--- src/rtl/card_pkg.sv ---
// Shared types and defaults for the card shoe datapath.
package card_pkg;

  typedef enum logic {
    IDLE   = 1'b0,
    SEARCH = 1'b1
  } state_t;

  localparam int unsigned NUM_RANKS_DEF = 13;
  localparam int unsigned SUITS_DEF     = 4;
  localparam int unsigned CARD_NONE     = 0;

endpackage

--- src/rtl/rank_ptr.sv ---
// Free-running rank pointer: counts 1..NUM_RANKS and wraps back to 1.
module rank_ptr #(
  parameter int unsigned NUM_RANKS = 13,
  parameter int unsigned PTR_W     = 4
) (
  input  logic             clock,
  input  logic             reset,
  output logic [PTR_W-1:0] ptr
);

  // Advance every clock; the timing of requests against this is the randomness source.
  always_ff @(posedge clock or posedge reset) begin
    if (reset) begin
      ptr <= PTR_W'(1);
    end else if (ptr == PTR_W'(NUM_RANKS)) begin
      ptr <= PTR_W'(1);
    end else begin
      ptr <= ptr + PTR_W'(1);
    end
  end

endmodule

--- src/rtl/card_shoe.sv ---
// Multi-deck card shoe: per-rank counts, one card per accepted request,
// exhausted ranks skipped by a linear scan starting at the rank pointer.
module card_shoe
  import card_pkg::*;
#(
  parameter int unsigned NUM_DECKS = 1,
  parameter int unsigned NUM_RANKS = NUM_RANKS_DEF,
  parameter int unsigned SUITS     = SUITS_DEF,
  parameter int unsigned CARD_W    = 4,
  localparam int unsigned PER_RANK = SUITS * NUM_DECKS,
  localparam int unsigned TOTAL    = NUM_RANKS * PER_RANK,
  localparam int unsigned RC_W     = $clog2(PER_RANK + 1),
  localparam int unsigned CNT_W    = $clog2(TOTAL + 1)
) (
  input  logic              clock,
  input  logic              reset,
  input  logic              deal_req,
  input  logic              shuffle,
  output logic              ready,
  output logic              card_valid,
  output logic [CARD_W-1:0] new_card,
  output logic              deal_err,
  output logic [CNT_W-1:0]  cards_left,
  output logic              shoe_empty
);

  localparam int unsigned IDX_W = (NUM_RANKS > 1) ? $clog2(NUM_RANKS) : 1;

  state_t            state;
  logic [CARD_W-1:0] ptr;
  logic [CARD_W-1:0] scan_idx;
  logic [RC_W-1:0]   rank_cnt [NUM_RANKS];
  logic [IDX_W-1:0]  scan_pos_c;
  logic              hit_c;

  rank_ptr #(
    .NUM_RANKS (NUM_RANKS),
    .PTR_W     (CARD_W)
  ) u_rank_ptr (
    .clock (clock),
    .reset (reset),
    .ptr   (ptr)
  );

  // Card codes are 1-based; the count array is 0-based.
  assign scan_pos_c = IDX_W'(scan_idx - CARD_W'(1));
  assign hit_c      = (rank_cnt[scan_pos_c] != '0);

  // Status flags decoded straight from registered state.
  assign shoe_empty = (cards_left == '0);
  assign ready      = (state == IDLE);

  // Deal / restock state machine with registered card outputs.
  always_ff @(posedge clock or posedge reset) begin
    if (reset) begin
      state      <= IDLE;
      scan_idx   <= CARD_W'(1);
      cards_left <= CNT_W'(TOTAL);
      new_card   <= CARD_W'(CARD_NONE);
      card_valid <= 1'b0;
      deal_err   <= 1'b0;
      for (int unsigned i = 0; i < NUM_RANKS; i++) begin
        rank_cnt[i] <= RC_W'(PER_RANK);
      end
    end else begin
      card_valid <= 1'b0;
      deal_err   <= 1'b0;
      case (state)
        IDLE: begin
          if (shuffle) begin
            // Restock wins over a same-cycle request.
            cards_left <= CNT_W'(TOTAL);
            for (int unsigned i = 0; i < NUM_RANKS; i++) begin
              rank_cnt[i] <= RC_W'(PER_RANK);
            end
          end else if (deal_req && shoe_empty) begin
            deal_err <= 1'b1;
          end else if (deal_req) begin
            scan_idx <= ptr;
            state    <= SEARCH;
          end
        end
        SEARCH: begin
          // Entry requires a non-empty shoe, so this always finds a card.
          if (hit_c) begin
            rank_cnt[scan_pos_c] <= rank_cnt[scan_pos_c] - RC_W'(1);
            cards_left           <= cards_left - CNT_W'(1);
            new_card             <= scan_idx;
            card_valid           <= 1'b1;
            state                <= IDLE;
          end else if (scan_idx == CARD_W'(NUM_RANKS)) begin
            scan_idx <= CARD_W'(1);
          end else begin
            scan_idx <= scan_idx + CARD_W'(1);
          end
        end
        default: state <= IDLE;
      endcase
    end
  end

endmodule
--- config.mk ---
export PLATFORM = sky130hd
export DESIGN_NAME = card_shoe
export DESIGN_NICKNAME = d
export VERILOG_FILES = /design/src/rtl/card_pkg.sv /design/src/rtl/rank_ptr.sv /design/src/rtl/card_shoe.sv
export SDC_FILE = /design/constraint.sdc
export NUM_CORES = 1
export LEC_CHECK = 0
export BUFFER_PORTS_ARGS = -buffer_cell sky130_fd_sc_hd__buf_2
export CORE_ASPECT_RATIO = 2
export CORE_UTILIZATION = 55
export DETAILED_ROUTE_END_ITERATION = 6
export GPL_TIMING_DRIVEN = 0
export PLACE_DENSITY = 0.7
export SLEW_MARGIN = 20
export SYNTH_ARGS = -nofsm -noshare
export SYNTH_HDL_FRONTEND = slang
export SYNTH_SLANG_ARGS = --single-unit
--- constraint.sdc ---
create_clock -name clock -period 7.1 [get_ports clock]
set_input_delay 0.71 -clock clock [delete_from_list [all_inputs] [get_ports clock]]
set_output_delay 0.71 -clock clock [all_outputs]
set_load 0.1 [all_outputs]
### Word level (Yosys, flattened, before mapping)

Cells that the tools add are included.

| operators by class | value |
|---|---|
| $add $sub $neg | 5 |
| magnitude comparators | 2 |
| equality and inequality tests | 8 |
| muxes and demuxes | 29 |
| bitwise operators | 2 |
| reductions and logical operators | 7 |

Operator list:

| kind | count |
|---|---|
| 39-bit two-way mux | 2 |
| 39-bit case mux with 2 select lines | 1 |
| 39-bit bitwise mux | 1 |
| 4-bit two-way mux | 6 |
| 3-bit binary-select mux with 4-bit select | 1 |
| 3-bit demux with 4-bit select | 1 |
| 6-bit two-way mux | 2 |
| 6-bit case mux with 2 select lines | 1 |
| 2-bit != test (second input constant) | 5 |
| 1-bit two-way mux | 9 |
| 3-bit two-way mux | 3 |
| 4-bit by 1-bit adder with 4-bit output (second input constant) | 2 |
| 4-bit == test (second input constant) | 2 |
| 4-bit case mux with 2 select lines | 1 |
| 6-bit logical NOT | 1 |
| 6-bit by 1-bit subtractor with 6-bit output (second input constant) | 1 |
| 5-bit greater-or-equal comparator (second input constant) | 1 |
| 5-bit by 1-bit less-than comparator with 1-bit output (second input constant) | 1 |
| 4-bit inverter with 5-bit output | 1 |
| 2-bit AND reduction | 2 |
| 4-bit AND reduction | 1 |
| 4-bit by 1-bit subtractor with 4-bit output (second input constant) | 1 |
| 3-bit nonzero test | 1 |
| 3-bit by 1-bit subtractor with 3-bit output (second input constant) | 1 |
| 4 further kinds | 5 |

| word-level totals | value |
|---|---|
| bits in registers | 60 |
| input port bits | 4 |
| output and inout bits | 14 |
| word-level logic and storage cells | 73 |

### Depth between registers and ports, before layout

Gate-level depths: netlist of run 1.

| depth | value |
|---|---|
| depth after elaboration | 9 |
| gate-level depth with buffers | 17 |
| gate-level depth less buffers | 13 |

### By module

From an unflattened synthesis of run 1, not the netlist that was laid out.

| unflattened totals | value |
|---|---|
| cell total of the unflattened synthesis | 313 |
| area total of the unflattened synthesis | 3,278.1 um^2 |

By module, submodules not included:

| module | times used | cells an instance | area an instance (um^2) | sequential area each (um^2) |
|---|---|---|---|---|
| card_shoe | 1 | 298 | 3,105.5 | 1,422.6 |
| rank_ptr | 1 | 15 | 172.7 | 101.3 |

### Least setup slack after synthesis of run 1

No wires, ideal clock.

| path | value |
|---|---|
| path kind | register to register |
| start | register scan_idx[0] |
| end | register rank_cnt[24] in the netlist's numbering |
| library setup time | 0.125 ns |
| data arrival time | 3.842 ns |
| required time | 6.975 ns |
| slack | 3.133 ns |
| stages on the path, launching flop included | 17 |
| path buffers | 4 |
| clock period less this slack | 3.967 ns |
| cells stage by stage | dfstp_2 -> buf_6 -> buf_2 -> inv_1 -> ha_1 -> buf_1 -> mux4_2 -> mux4_2 -> inv_1 -> ha_1 -> ha_1 -> nand2b_1 -> nand2_1 -> nand2_1 -> clkbuf_1 -> nor2_1 -> mux2_2 |

| on the way | value |
|---|---|
| word-level cells in the longest chain between the ends | 9 |
| elaborated cells between the ends (all ways) | 17 |
| those cells by class | add/sub: 2; order compare: 2; eq/ne: 1; mux: 8; bitwise: 1; reduce/logical: 3 |

Ends and longest elaborated chain:

| element | RTL line | source |
|---|---|---|
| start, declared | card_shoe.sv:31 | `logic [CARD_W-1:0] scan_idx;` |
| start signal, assigned | card_shoe.sv:79 | `scan_idx <= ptr;` |
| start signal, assigned | card_shoe.sv:94 | `scan_idx <= scan_idx + CARD_W'(1);` |
| 4-bit by 1-bit subtractor with 4-bit output * | card_shoe.sv:46 | `assign scan_pos_c = IDX_W'(scan_idx - CARD_W'(1));` |
| 4-bit inverter with 5-bit output (not written as such) * | card_shoe.sv:47, card_shoe.sv:86 |  |
| 3-bit binary-select mux with 4-bit select, or another cell as far along | card_shoe.sv:47, card_shoe.sv:86 |  |
| 3-bit two-way mux (not written as such) or 1-bit logical AND (tied branches) | card_shoe.sv:47, card_shoe.sv:86 |  |
| 3-bit two-way mux, on equally long branches | card_shoe.sv:47, card_shoe.sv:86 |  |
| 3-bit by 1-bit subtractor with 3-bit output or 3-bit demux with 4-bit select (tied branches) | card_shoe.sv:86 | `rank_cnt[scan_pos_c] <= rank_cnt[scan_pos_c] - RC_W'(1);` |
| 39-bit bitwise mux | card_shoe.sv:86 |  |
| 39-bit two-way mux | card_shoe.sv:85 | `if (hit_c) begin` |
| 39-bit case mux with 2 select lines | card_shoe.sv:68 | `case (state)` |
| end signal, assigned by index | card_shoe.sv:63 | `rank_cnt[i] <= RC_W'(PER_RANK);` |
| end signal, assigned by index | card_shoe.sv:74 | `rank_cnt[i] <= RC_W'(PER_RANK);` |
| end signal, assigned by index | card_shoe.sv:86 |  |
| end, declared | card_shoe.sv:32 | `logic [RC_W-1:0] rank_cnt [NUM_RANKS];` |

Mark *: on every way between the ends. The rest lies on a longest branch, timed or not. The select of a mux whose other input is x is not followed.
A chain may end at the register's enable or synchronous reset.

### Worst setup path after layout of run 1

Same ends and word-level chain as after synthesis.

==> results.md, run 1 <==
- Status: finished, final reports clean
- CP delay by family, top: buffers and inverters
- Drt pass-1 iters: 4
- CP dominant cell by count: ha_1
- Yosys top cell area share: 0.3100
- First-pass GRT wire length: around 14000 um
- Post-CTS Resized: 0
- CTS tree: yes
- Worst-Margin Slew: just over 900 ps
- Largest net degree at the start of global routing: 33
- Fin Hold WS: 377.5 ps
- Final net count: 379
- Post-synth top flop: dfrtp_1
- Startpoint class of the critical path: flop
- Kind of end point of the critical path: flop
- Async SR Flop Fraction: 1.000
- Worst EP required: about 7300 ps
- CTS Buf Count: 9
- Port Buffers: 17
- TNS Setup: 0 ps
- Hold_buf cts: 0
- Maximum clock path buffer count: 2
- Worst-Skew Late Latency: around 320 ps
- Final Hold Viols: 0
- Max Cap Viol: 0
- Min Tclk post-route: around 5200 ps
- Mapped Avg Cell Area: 10.15 um^2
- Dominant cell type by area after synthesis: dfrtp_1
- Library cells used by synthesis: 53
- Worst path bufs/invs: 5
- Initial drt markers: 160
- Synth Register Bits: 60
- Compound-Gate Fraction of Synth Area: 0.1878
- Synthesized Nets: between 300 and 400
- Crit Path Max Fanout: 10
- Die Span Y: about 110 um
- Setup violations, final: 0
- Chip Width: 57.52 um
- Row count: 40
- Area Overhead vs Synth: 15.46%
- Worst-path cell chain: buf_6, buf_2, inv_1, ha_1, buf_1, mux4_2, a211oi_2, ha_1, ha_1, nand2b_1, nand2_1, nand2_1, clkbuf_1, nor2_1, mux2_2
- Number of post-CTS setup repair buffers: 0
- Clock sink count: 60
- Util after Layout: 0.6574
- Number of synthesized flops with an enable pin: 0
- Combinational family with the most area after synthesis: compound AO/OA/AOI/OAI gates
- DR vias/cell: about 6.5
- IO Pins: 18
- Initial core utilization: 0.5693
- Residual DRC: 0
- Adder-cell share of the synthesized area: 0.04428
- Register area share after synthesis: 0.4494
- Root buf cell: clkbuf_16
- Synth top area cells: dfrtp_1, dfstp_2, mux4_2
- Crit share post-route: 0.7298
- RSZ-0062 raised after global routing: no
- Post-DP HPWL: around 6400 um
- Vias in the first global route: 2834
- Area share of and/or/nand/nor cells after synthesis: 0.1668
- ANT cells: 0
- Drt total wl: between 8000 and 9000 um
- Worst path max stage delay: 560 ps
- Core footprint: around 0.0060 mm^2
- Final ANT Viol Nets: 0
- H-tree depth: 3
- Clock slew at reported path FFs: about 50 ps
- Slew Limit Fails: 0
- Antenna violations before repair: 0
- Critical path type: flop to flop
- Worst min path class: input port to async pin
- Wirelength per Cell: just over 20 um
- Vias: between 2000 and 3000
- Total GRT Usage: 0.2929
- Final clock skew: between 7 and 8 ps
- Die Area: 0.006502 mm^2
- Slew Limit Headroom: 0.3718
- Post-synthesis xor/xnor area fraction: 0.01033
- Fillers: between 500 and 600
- Data arrival time of the critical path: 5390 ps
- Fmax achieved: between 150 and 200 MHz
- Post-synthesis mux area share: 0.09336
- Gpl congestion: 0.9145
- Gr ovfl total: 0
- Slowest-stage cell, CP: dfstp_2
- Post-Syn Instances: 334
- Layout cells sized above 1: 0.2310
- Mapped Area: 0.003391 mm^2
- Yosys warns: 0
[cell usage in the layout, fill, tap and decap left out, types with 11 or more instances in the layout]
cell type,Yosys,layout
dfrtp_1,42,42
nor2_1,18,18
buf_2,7,24
o21ai_0,26,26
mux4_2,11,11
nand2_1,38,38
nand3_1,12,12
clkbuf_1,12,13
dfstp_2,18,18
a211o_1,11,11
ha_1,12,12
and3_1,15,15
a21oi_1,14,14
[stage by stage]
stage / area [um^2] / cells / setup WS, ps
after floorplan: 3391 / 334 / 3133
after global placement: 3555 / 414 / 1938
after detailed placement: 3577 / 415 / 1961
after CTS: 3915 / 431 / 1944
after global routing: 3915 / 431 / 1616
final: 3915 / 431 / 1918
[worst paths after layout]
| check | startpoint | end | slack, ps | depth (start not counted) |
|---|---|---|---|---|
| min | reset | state | 380 | 2 |
| min reg2reg | new_card[1] | new_card[1] | 480 | 2 |
| max | scan_idx[0] | rank_cnt[24] | 1920 | 15 |
| min in group clock | new_card[1] | new_card[1] | 480 | 2 |
| max reg2reg | scan_idx[0] | rank_cnt[24] | 1920 | 15 |
| max in group asynchronous | reset | rank_cnt[29] | 6160 | 3 |
[routing by layer]
| layer | routed length (um) | part of all wire | track usage | vias to the layer above |
|---|---|---|---|---|
| li1 | - | - | - | 1291 |
| met1 | 3206 | 0.37 | 0.3282 | 1392 |
| met2 | 4842 | 0.56 | 0.5109 | 89 |
| met3 | 363 | 0.042 | 0.05143 | 27 |
| met4 | 310 | 0.036 | 0.1610 | 0 |
| met5 | 0 | 0 | 0 | - |
[cell families (layout without fill, tap and decap cells)]
| family | count (synthesis) | count (layout) |
|---|---|---|
| and+or+nand+nor | 113 | 113 |
| muxes | 17 | 17 |
| xor gates and xnor gates | 4 | 4 |
| DFF | 60 | 60 |
| buffers and inverters | 36 | 70 |
| adders and majority gates | 12 | 12 |
| AOI/OAI and AO/OA | 92 | 92 |
[worst reg2reg max path, stage by stage, from the launching register on]
cell and delay, ps:
dfstp_2 560, buf_6 180, buf_2 310, inv_1 220, ha_1 440, buf_1 530, mux4_2 450, a211oi_2 540
ha_1 280, ha_1 230, nand2b_1 190, nand2_1 160, nand2_1 210, clkbuf_1 390, nor2_1 90, mux2_2 290
[cell type report]
| type | count | area [um^2] | area share |
|---|---|---|---|
| plain buffers | 24 | 117.6 | 0.03004 |
| clock buffers | 13 | 270.3 | 0.06903 |
| clock inverters | 3 | 67.56 | 0.01726 |
| inverters | 12 | 47.55 | 0.01214 |
| multi-input cells | 238 | 1704 | 0.4353 |
| flip-flops and latches | 60 | 1524 | 0.3893 |
| well taps | 63 | 78.83 | 0.02013 |
| repair buffers | 18 | 105.1 | 0.02685 |
[sequential cells by signal (all words and copies together) (netlist names)]
signal,count
cards_left,6
scan_idx,4
u_rank_ptr.ptr,4
state,1
card_valid,1
rank_cnt,39
new_card,4
deal_err,1
[synth_stat cells (2+ instances only)]
cell,count
mux2_2,3
o21ai_0,26
a32o_1,8
nor3b_1,2
nor2b_1,2
buf_6,2
dfrtp_1,42
ha_1,12
inv_1,11
nand2_1,38
nor2_1,18
mux2i_1,2
and2_1,3
nand2b_1,6
buf_2,7
and3_1,15
a21o_1,2
nand3_1,12
o31ai_1,2
a211o_1,11
xnor2_1,3
o311ai_0,5
o22ai_1,4
a21oi_1,14
o211ai_1,8
clkbuf_1,12
dfstp_2,18
buf_1,2
nor3_1,8
mux4_2,11
a31oi_1,3
Power of run 1 is left out: the tool's default activity adds up to more than one toggle a clock period on the data nets, which glitch-free logic cannot reach.
==> run 2, diff against run 1 <==
Settings changed: ABC_AREA set to 1.
Clock period 7.1 ns to 5.2 ns, I/O delays scaled along.
==> run 2 against run 1 <==
Effect of this change:
- register-to-register slack got worse by 880 ps
- final cell count grew 19%
- flip-flop and latch count did not move
- the run now ends with DRC left
- highest routed layer unchanged
- core utilization barely moved
==> results.md, run 2 <==
- Clock slew at reported path FFs: 50 ps (about the same)
- Mapped Avg Cell Area: 8.121 um^2 (-20%)
- Vias in the first global route: 2948 (+4.0%)
- Biggest register: rank_cnt
- Library cells used by synthesis: 32 (-40%)
- Post-CTS Resized: 0 (unchanged)
- R2R setup slack: 1040 ps (-880 ps)
- Fmax achieved: 240.4 MHz (+25%)
- Residual DRC: 2 (+2)
- Worst min path class: input port to async pin
- Gpl congestion: 0.8998 (-1.6%)
- Number of synthesized flops with an enable pin: 0 (unchanged)
- Worst-Margin Slew: 560.7 ps (-374.4 ps)
- Crit Path Max Fanout: 13 (+3)
- DR vias/cell: 5.691 (-12%)
- Number of post-CTS setup repair buffers: 0 (unchanged)
- Slew Limit Headroom: 0.6262 (+0.2544)
- Max FFs per register: 39 (unchanged)
- Chip Width: 57.55 um (about the same)
- Drt total wl: 8633 um (-1.0%)
- Die Span Y: 113.1 um (about the same)
- Post-synth top flop: dfrtp_1
- Dominant cell type by area after synthesis: dfrtp_1
- IO Pins: 18 (unchanged)
- GRT met1 Usage: 0.3142 (-0.01406)
- Fin Hold WS: 142.2 ps (-235.3 ps)
- Crit share post-route: 0.8001 (+0.07027)
- Final net count: 463 (+22%)
- Busiest grt layer: met2
- R2R depth: 19 (+4)
- Gr ovfl total: 0 (unchanged)
- Hold_buf cts: 0 (unchanged)
- Most common cell in the netlist: nand2_1
- Max Cap Viol: 0 (unchanged)
- H-tree depth: 3 (unchanged)
- Port Buffers: 17 (unchanged)
- Async SR Flop Fraction: 1.000 (unchanged)
- Kind of end point of the critical path: flop
- Initial drt markers: 229 (+43%)
- Worst EP required: 5390 ps (-1920 ps)
- Util after Layout: 0.6571 (about the same)
- Reg2Reg Capture Point: rank_cnt[7]
- Final ANT Viol Nets: 0 (unchanged)
- Most common cell after layout, fill and taps aside: nand2_1
- Most frequent cells in the layout: nand2_1, nand3_1, nor2_1
- Final clock skew: 6.218 ps (-1.377 ps)
- RSZ-0062 raised after global routing: no
- Synthesized Nets: 434 (+24%)
- Area Overhead vs Synth: 15.30%
- Biggest regs: rank_cnt (39), cards_left (6)
- Data arrival time of the critical path: 4350 ps (-1040 ps)
- Layout cells sized above 1: 0.1925 (-0.03850)
- Maximum clock path buffer count: 2 (unchanged)
- Setup violations, final: 0 (unchanged)
- Synth Register Bits: 60 (unchanged)
- Total GRT Usage: 0.2964 (+0.003559)
- Die Area: 0.006509 mm^2 (+0.11%)
- TNS Setup: 0 ps (unchanged)
- Yosys top cell area share: 0.3096 (-0.0003428)
- Largest net degree at the start of global routing: 41 (+24%)
- First-pass GRT wire length: 14210 um (+0.20%)
- Yosys warns: 0 (unchanged)
- Drt pass-1 iters: 7 (+3)
- Vias: 2931 (+4.7%)
- Min Tclk post-route: 4161 ps (-1021 ps)
- Clock sink count: 60 (unchanged)
- Row count: 40 (unchanged)
- Worst-Skew Late Latency: 330 ps (about the same)
- Initial core utilization: 0.5700 (+0.0006303)
- Met3 usage: 0.06286 (+0.01143)
- Register area share after synthesis: 0.4489 (-0.0004970)
- Met2 Usage GRT: 0.5186 (+0.007752)
- Core footprint: 0.005956 mm^2 (unchanged)
- Synth cell count leaders: nand2_1, nand3_1, nor2_1
- Post-DP HPWL: 6232 um (-2.6%)
- Slew Limit Fails: 0 (unchanged)
- Failing checks: DRC
- CTS Buf Count: 9 (unchanged)
- ANT cells: 0 (unchanged)
- CTS tree: yes
- Antenna violations before repair: 0 (unchanged)
- Status: complete, but fails checks
- Mapped Area: 0.003395 mm^2 (+0.11%)
- Final Hold Viols: 0 (unchanged)
- Root buf cell: clkbuf_16
- Startpoint class of the critical path: flop
- Post-Syn Instances: 418 (+25%)
- R2r startpoint: scan_idx[0]
- Wirelength per Cell: 16.76 um (-17%)
- Critical path type: flop to flop
- Synth top area cells: dfrtp_1, dfstp_2, nand3_1
[run 2: cell count changes in the layout (fill, tap and decap cells not counted), sizes merged, moves of 8 or more]
cell / previous run / this run
mux4: 11 / 0
a32o: 8 / 0
o21ai: 27 / 39
inv: 11 / 43
nand3: 12 / 72
a21oi: 15 / 5
nand2: 38 / 85
nor2: 19 / 49
a211o: 11 / 0
and3: 15 / 0
[run 2: critical path, stage by stage, from the launching register on]
cell and delay [ps]:
dfstp_2 640, inv_2 100, buf_6 160, buf_2 220
ha_1 370, clkbuf_1 450, nand3_1 130, nand2_1 90
nand2_1 50, nand2_1 70, nand2_2 90, and2_1 180
ha_1 210, ha_1 190, nand2_1 110, o21ai_4 100
nor2_2 210, nand3_1 340, nand3_1 190, o21ai_0 110
[run 2: area by class of cell]
| cell class | count | area (um^2) |
|---|---|---|
| plain buffers | 19 | 137.6 |
| clock buffers | 11 | 232.7 |
| clock inverters | 5 | 100.1 |
| fillers | 511 | 2042 |
| inverters | 44 | 170.2 |
| multi-input cells | 295 | 1565 |
| flip-flops and latches | 60 | 1524 |
| well taps | 63 | 78.83 |
| repair buffers | 18 | 105.1 |
[run 2: metal layers]
layer	share of wire	wire (um)
met3	0.038	326
met1	0.38	3265
met5	0	0
met2	0.53	4616
met4	0.049	424
[run 2: metrics by stage]
step / std cells / area, um^2 / setup slack (ps)
floorplan: 418 / 3395 / 2009
global placement: 498 / 3558 / 1178
detailed placement: 499 / 3581 / 1149
CTS: 515 / 3914 / 1120
global route: 515 / 3914 / 810.8
finish: 515 / 3914 / 1040
[run 2: how the worst max path moves through the flow]
| stage | start | to | slack [ps] |
|---|---|---|---|
| after global placement | scan_idx[0] | rank_cnt[4] | 1180 |
| after global routing | scan_idx[0] | rank_cnt[7] | 810 |
| final | scan_idx[0] | rank_cnt[7] | 1040 |
| after CTS | scan_idx[0] | rank_cnt[7] | 1120 |
| after detailed placement | scan_idx[0] | rank_cnt[6] | 1150 |
| after floorplan | scan_idx[0] | rank_cnt[3] | 2010 |
[run 2: cell families after synthesis]
| family | synth area share |
|---|---|
| AOI/OAI and AO/OA | 0.1095 |
| xor gates and xnor gates | 0.01327 |
| adders and majority gates | 0.04423 |
| buffers and inverters | 0.08994 |
| DFF | 0.4489 |
| and+or+nand+nor | 0.2941 |
Power of run 2 is left out for the same reason.
